`config.mk`:
```
export PLATFORM = sky130hd
export DESIGN_NAME = muldiv_sequencer
export DESIGN_NICKNAME = d
export VERILOG_FILES = /design/src/rtl/muldiv_sequencer.sv
export SDC_FILE = /design/constraint.sdc
export NUM_CORES = 1
export LEC_CHECK = 0
export ABC_AREA = 0
export CORE_ASPECT_RATIO = 0.9
export CORE_MARGIN = 3
export CORE_UTILIZATION = 35
export CTS_CLUSTER_DIAMETER = 100
export DETAILED_ROUTE_END_ITERATION = 8
export PLACE_DENSITY_LB_ADDON = 0.05
export SYNTH_ARGS = -nofsm -noshare
export SYNTH_HDL_FRONTEND = slang
export SYNTH_SLANG_ARGS = --single-unit
```
`constraint.sdc`:
```
create_clock -name clk_i -period 5 [get_ports clk_i]
set_input_delay 1 -clock clk_i [delete_from_list [all_inputs] [get_ports clk_i]]
set_output_delay 1 -clock clk_i [all_outputs]
set_load 0.1 [all_outputs]
```
`src/rtl/muldiv_sequencer.sv`:
```
// Iterative radix-2 multiply/divide sequencer: one shift-add or restoring
// shift-subtract step per cycle, with sign fix-up and a registered result.
//
// state | meaning
// IDLE  | waiting for Start_i; divide-by-zero/overflow resolved here directly
// CALC  | one iteration per cycle on magnitudes, down-counter from DATA_WIDTH
// SIGN  | apply sign correction, register selected field into Result_o
// DONE  | Done_o pulse for one cycle, then back to IDLE
module muldiv_sequencer #(
    parameter int DATA_WIDTH = 32
) (
    input  logic                  clk_i,
    input  logic                  rst_ni,
    input  logic                  Start_i,
    input  logic [2:0]            Op_i,
    input  logic [DATA_WIDTH-1:0] SrcA_i,
    input  logic [DATA_WIDTH-1:0] SrcB_i,
    input  logic                  Flush_i,
    output logic                  Busy_o,
    output logic                  Done_o,
    output logic [DATA_WIDTH-1:0] Result_o
);
    localparam int W  = DATA_WIDTH;
    localparam int CW = $clog2(DATA_WIDTH + 1);

    typedef enum logic [1:0] {S_IDLE, S_CALC, S_SIGN, S_DONE} state_t;

    state_t          state_q, state_d;
    logic [2:0]      op_q;
    logic [W-1:0]    opnd_q;
    logic [2*W-1:0]  acc_q;
    logic [CW-1:0]   cnt_q;
    logic            neg_a_q, neg_ab_q;
    logic [W-1:0]    result_q;

    logic            a_signed, b_signed, a_sgn, b_sgn;
    logic [W-1:0]    a_mag, b_mag;
    logic            is_div_in, div_zero, div_ovf, bypass;
    logic [W-1:0]    bypass_res;
    logic            start_ok;
    logic [W:0]      mul_sum, rem_shift, diff;
    logic [2*W-1:0]  acc_iter, prod;
    logic [W-1:0]    quo_raw, rem_raw, quo, rem, sign_res;

    // Operand classification and the two cases that skip iteration entirely
    always_comb begin
        a_signed   = Op_i inside {3'b000, 3'b001, 3'b010, 3'b100, 3'b110};
        b_signed   = Op_i inside {3'b000, 3'b001, 3'b100, 3'b110};
        a_sgn      = a_signed & SrcA_i[W-1];
        b_sgn      = b_signed & SrcB_i[W-1];
        a_mag      = a_sgn ? -SrcA_i : SrcA_i;
        b_mag      = b_sgn ? -SrcB_i : SrcB_i;
        is_div_in  = Op_i[2];
        div_zero   = is_div_in && (SrcB_i == '0);
        div_ovf    = is_div_in && !Op_i[0] && (SrcA_i == {1'b1, {(W-1){1'b0}}}) && (&SrcB_i);
        bypass     = div_zero || div_ovf;
        bypass_res = '0;
        if (div_zero) bypass_res = Op_i[1] ? SrcA_i : '1;
        else          bypass_res = Op_i[1] ? '0 : SrcA_i;
        start_ok   = (state_q == S_IDLE) && Start_i && !Flush_i;
    end

    // acc_q holds {hi, lo}: product halves for multiply, {remainder, quotient} for divide
    always_comb begin
        mul_sum   = {1'b0, acc_q[2*W-1:W]} + (acc_q[0] ? {1'b0, opnd_q} : '0);
        rem_shift = acc_q[2*W-1:W-1];
        diff      = rem_shift - {1'b0, opnd_q};
        if (op_q[2]) begin
            if (diff[W]) acc_iter = {rem_shift[W-1:0], acc_q[W-2:0], 1'b0};
            else         acc_iter = {diff[W-1:0], acc_q[W-2:0], 1'b1};
        end else begin
            acc_iter = {mul_sum, acc_q[W-1:1]};
        end
        prod    = neg_ab_q ? -acc_q : acc_q;
        quo_raw = acc_q[W-1:0];
        rem_raw = acc_q[2*W-1:W];
        quo     = neg_ab_q ? -quo_raw : quo_raw;
        rem     = neg_a_q ? -rem_raw : rem_raw;
        case (op_q)
            3'b000:                 sign_res = prod[W-1:0];
            3'b001, 3'b010, 3'b011: sign_res = prod[2*W-1:W];
            3'b100, 3'b101:         sign_res = quo;
            default:                sign_res = rem;
        endcase
    end

    always_ff @(posedge clk_i or negedge rst_ni) begin
        if (!rst_ni) state_q <= S_IDLE;
        else         state_q <= state_d;
    end

    always_comb begin
        state_d = state_q;
        Busy_o  = 1'b0;
        Done_o  = 1'b0;
        case (state_q)
            S_IDLE: if (start_ok) state_d = bypass ? S_DONE : S_CALC;
            S_CALC: begin
                Busy_o = 1'b1;
                if (cnt_q == CW'(1)) state_d = S_SIGN;
            end
            S_SIGN: begin
                Busy_o  = 1'b1;
                state_d = S_DONE;
            end
            S_DONE: begin
                Done_o  = 1'b1;
                state_d = S_IDLE;
            end
            default: state_d = S_IDLE;
        endcase
        // A flush landing on the DONE cycle still swallows the pulse
        if (Flush_i) begin
            state_d = S_IDLE;
            Done_o  = 1'b0;
        end
    end

    always_ff @(posedge clk_i or negedge rst_ni) begin
        if (!rst_ni) begin
            op_q     <= '0;
            opnd_q   <= '0;
            acc_q    <= '0;
            cnt_q    <= '0;
            neg_a_q  <= 1'b0;
            neg_ab_q <= 1'b0;
            result_q <= '0;
        end else if (start_ok) begin
            if (bypass) begin
                result_q <= bypass_res;
            end else begin
                op_q     <= Op_i;
                opnd_q   <= is_div_in ? b_mag : a_mag;
                acc_q    <= {{W{1'b0}}, (is_div_in ? a_mag : b_mag)};
                cnt_q    <= CW'(W);
                neg_a_q  <= a_sgn;
                neg_ab_q <= a_sgn ^ b_sgn;
            end
        end else if (!Flush_i && state_q == S_CALC) begin
            acc_q <= acc_iter;
            cnt_q <= cnt_q - CW'(1);
        end else if (!Flush_i && state_q == S_SIGN) begin
            result_q <= sign_res;
        end
    end

    assign Result_o = result_q;

endmodule
```
# After elaboration in Yosys (flattened, before gate mapping)
# Cells that the tools add are included.
dict set report totals {
  reg_bits 141
  input_bits 71
  output_inout_bits 34
  word_cells 98
}
dict set report op_classes {
  add_sub_neg 8
  n_eq_ne 19
  n_mux 32
  n_bitwise 4
  n_reduce_logical 27
}
# operator count
set ops {}
lappend ops {{two-way mux 32 bit} 14}
lappend ops {{two-way mux 64 bit} 6}
lappend ops {{negator 32 bit} 4}
lappend ops {{case mux 32 bit (3 select lines)} 1}
lappend ops {{negator 64 bit} 1}
lappend ops {{adder 32 x 32 -> 33 bit} 1}
lappend ops {{subtractor 33 x 32 -> 33 bit} 1}
lappend ops {{== test 32 bit (second input constant)} 1}
lappend ops {{logical NOT 32 bit} 1}
lappend ops {{AND reduction 32 bit} 1}
lappend ops {{two-way mux 6 bit} 3}
lappend ops {{== test 3 bit (second input constant)} 4}
lappend ops {{== test 3 x 2 -> 1 bit (second input constant)} 3}
lappend ops {{logical AND 1 bit} 8}
lappend ops {{two-way mux 2 bit} 4}
lappend ops {{case mux 2 bit (4 select lines)} 1}
lappend ops {{== test 3 x 1 -> 1 bit (second input constant)} 2}
lappend ops {{== test 6 x 1 -> 1 bit (second input constant)} 1}
lappend ops {{logical NOT 3 bit} 2}
lappend ops {{inequality test 2 bit (second input constant)} 3}
lappend ops {{inequality test 3 bit (second input constant)} 2}
lappend ops {{AND reduction 2 bit} 3}
lappend ops {{subtractor 6 x 1 -> 6 bit (second input constant)} 1}
lappend ops {{nonzero test 5 bit} 1}
lappend ops {{other kinds (14)} 21}

# Longest topological paths before layout
dict set report depth {
  depth_word 9
  ltp_mapped 14
  depth_no_buf 13
}

# Worst setup path before layout
# Ideal clock, no wire load.
dict set report synth_path {
  kind {input to register}
  from {input port SrcA_i[17]}
  to {register result_q[22] (netlist: Result_o[22])}
  arrival_ns 3.722
  t_required_ns 4.874
  path_slack_ns 1.152
  cell_stages 11
  path_cell_list {clkbuf_1 -> or4_1 -> or3_1 -> nor4_4 -> a211o_1 -> buf_4 -> nand2_4 -> or3_1 -> buf_4 -> buf_6 -> a221o_1}
}
dict set report synth_via {
  elab_chain_cells 6
}
# element line
set synth_rtl {}
lappend synth_rtl {{start: declaration} 16} ;# input logic [DATA_WIDTH-1:0] SrcA_i,
lappend synth_rtl {{== test 32 bit} 55} ;# div_ovf = is_div_in && !Op_i[0] && (SrcA_i == {1'b1, {(W-1){1'b0}}}) && (&SrcB_i);
lappend synth_rtl {{logical AND 1 bit (2 in a row)} 55}
lappend synth_rtl {{logical OR 1 bit} 56} ;# bypass = div_zero || div_ovf;
lappend synth_rtl {{inequality test 2 bit (no line)} -}
lappend synth_rtl {{AND reduction 3 bit (no line)} -}
lappend synth_rtl {{end signal: assignment} 130} ;# result_q <= bypass_res;
lappend synth_rtl {{end signal: assignment} 143} ;# result_q <= sign_res;
lappend synth_rtl {{end: declaration} 34} ;# logic [W-1:0] result_q;
# No other way between the ends.
# A chain may end at the register's enable or synchronous reset.

# Final worst setup path
dict set report layout_path {
  from {input port SrcA_i[13]}
  to {register result_q[28] (netlist: Result_o[28])}
}
# Same word-level chain as after synthesis.

==> summary.txt <==
DRC: 0
Synth cell count leaders: nor2_1 (245), nand2_1 (231), o21ai_0 (212)
CP max stage cell: or3_2
DR iter-0 viols: 1544
Site Rows: 72
Hold depth: 2
Tot Pwr: 0.0133 W
Vias in the first global route: 15400
Synth-to-Final Area Change: 15.2%
Die ar.: 0.0469 mm2
Antenna Nets Post-Route: 0
Register-to-Register Path Depth: 10
Setup TNS: 0 ns
Initial Util: 35.8%
Main synth FF type: dfrtp_1
CTS Buf Count: 17
Internal power: 0.00571 W
Final HPWL DP: 51900 um
Leakage: 7.34 nW
Drt first pass iters: 6
First-pass GRT wire length: 100000 um
Final min period: 4.24 ns
Seq pwr share: 17.8%
Largest fanout on the critical path: 54
Sw Ratio: 57.0%
Crit-path cells: clkdlybuf4s50_1 > or4_4 > or4_1 > nor4_4 > a211o_2 > nand2_4 > or3_2 > buf_4 > o31ai_1
Reg2reg setup slack: 0.84 ns
Buf/Inv on CP: 2
RSZ-0062 raised after global routing: false
Number of synthesized flops with an enable pin: 0
Synth top area share: 22.7%
Setup ws final: 0.761 ns
Clock root cell: clkbuf_16
Layout Utilization: 41.2%
Largest net degree at the start of global routing: 88
Syn_nets: 2283
Mapped Cells: 2134
Vias/cell: 5.98
Ant diodes: 0
Overall Global Routing Usage: 28.0%
Clock Path Buffers: 2
Routability cong.: 0.933
Grt ovf: 0
Worst Skew: 0.0150 ns
CP Launch Type: primary input
Mapped cell area: 0.0155 mm2
CTS resizes: 0
Cts hold-fix bufs: 0
Area leader, netlist: dfrtp_1
Fin crit share: 84.8%
Post-CTS Setup Repair Bufs: 0
Worst min path class: register to register
Final net count: 2319
Max-cap viol count: 0
CP Class: primary input to register
Power Density: 742 mW/mm2
# setup viols final: 0
Share of cells above drive strength 1: 7.19%
Count of different cell masters after synthesis: 77
CP max stage delay: 0.64 ns
WP depth: 9
Core Box Area: 0.0434 mm2
CP Data Arrival Time: 4.61 ns
Worst-Margin Slew: 1.06 ns
CP top delay family: simple AND/OR/NAND/NOR gates
Status: completed
Fin. max-slew vios: 0
DIE HEIGHT: 206 um
Count leader, synth: nor2_1
Worst setup EP type: register
Critical path required time: 5.37 ns
IO buf count: 104
CTS tree: yes
Dpl ws: 0.349 ns
Clk pwr share: 10.5%
Gate power share: 71.7%
Fillers: 4579
DRT Wirelength: 66500 um
Insertion delay to the later sink of the worst-skew pair: 0.47 ns
Die width: 228 um
Peak supply drop: 0.000399 V
DR vias: 16600
P_sw: 0.00756 W
Synthesized flop and latch total: 141
Initial antenna violation count: 0
Ports: 105
Yosys synthesis warning count: 0
Seq/Total Area, Yosys: 22.7%
CTS H-tree lvls: 4
Wire per inst: 24.0 um
Syn avg cell area: 7.27 um2
Rel. slew slack: 29.2%
Fraction of registers with async set/reset: 100%
Ranking of synthesized cells by area: dfrtp_1 (23%), o21ai_0 (6.8%), ha_1 (6.1%)
Count of final hold-check violations: 0
Clk pin slew, worst setup/hold paths: 0.07 ns
CTS sink count: 141
FMAX: 236 MHz
## cell families (layout without fill, tap and decap cells)
family          after synthesis  count (layout)  synth area share, %
simple gates                737             737                 22.0
compound gates              709             709                 28.8
buf+inv                     222             271                 5.53
xor+xnor                    183             183                 10.3
flops                       141             141                 22.7
fa+ha+maj                    78              78                 6.38
mux                          64              64                 4.23
## worst min-delay path, stage by stage (launching register included)
cell	delay (ns)
dfrtp_1	0.34
nand2_1	0.04
o21ai_0	0.06
## power groups by stage
stage                     Combinational, W  Clock [W]  Sequential (W)
after floorplan                    0.00582          0         0.00283
after global placement             0.00934          0         0.00237
after detailed placement           0.00937          0         0.00237
after CTS                          0.00941    0.00141         0.00235
after global routing                0.0103    0.00146         0.00244
final                              0.00951    0.00139         0.00237
## sequential cells by signal, indices dropped and copies added (netlist names)
signal    cells
acc_q        64
Result_o     32
state_q       2
neg_a_q       1
neg_ab_q      1
op_q          3
cnt_q         6
opnd_q       32
## cell usage in the layout (no fill, tap or decap), types with 15 or more instances in the layout
master             n
a211oi_1          32
a21o_1            35
a21oi_1          188
a31oi_1           18
and2_1            20
buf_4             69
clkbuf_16         17
clkdlybuf4s50_1  101
dfrtp_1          139
ha_1              76
inv_1             63
mux2i_1           51
nand2_1          231
nand2b_1          21
nand3_1           43
nand4_1           22
nor2_1           244
nor2b_1           15
nor3_1            33
nor4_1            26
o21ai_0          212
o221ai_1          15
o22ai_1           20
o31ai_1           38
o41ai_1           18
or2_2             16
or3_1             15
or4_1             17
xnor2_1           81
xor2_1           102
## final timing paths
| kind | from | end |
|---|---|---|
| setup / recovery | SrcA_i[13] | Result_o[28]$_DFFE_PN0P_ |
| hold / removal | Result_o[4]$_DFFE_PN0P_ | Result_o[4]$_DFFE_PN0P_ |
| setup reg to reg | acc_q[33]$_DFFE_PN0P_ | Result_o[30]$_DFFE_PN0P_ |
| hold reg to reg | Result_o[4]$_DFFE_PN0P_ | Result_o[4]$_DFFE_PN0P_ |
| max in group asynchronous | rst_ni | opnd_q[19]$_DFFE_PN0P_ |
| min in group asynchronous | rst_ni | Result_o[10]$_DFFE_PN0P_ |
## area by class of cell
class	instances	area, um2	share of cell area, %
Clock buffer	20	457	2.55
Clock inverter	12	160	0.896
Inverter	65	244	1.36
Multi-Input combinational cell	1771	11200	62.4
Sequential cell	141	3530	19.7
Tap cell	592	741	4.14
Timing Repair Buffer	174	1590	8.87
## metrics by stage
stage | instances | cell area (um2) | hold WS (ns)
after floorplan | 2134 | 15500 | 0.450
after global placement | 2743 | 17300 | 0.461
after detailed placement | 2743 | 17300 | 0.469
after CTS | 2775 | 17900 | 0.484
after global routing | 2775 | 17900 | 0.504
final | 2775 | 17900 | 0.479
## metal layers
| metal | track usage, % | up-vias | wire (um) |
|---|---|---|---|
| li1 | - | 7822 | - |
| met1 | 40.3 | 8152 | 31900 |
| met2 | 44.7 | 559 | 29600 |
| met3 | 3.29 | 64 | 3480 |
| met4 | 7.19 | 0 | 1450 |
| met5 | 0 | - | 0 |
Power figures use the tool's default switching activity.
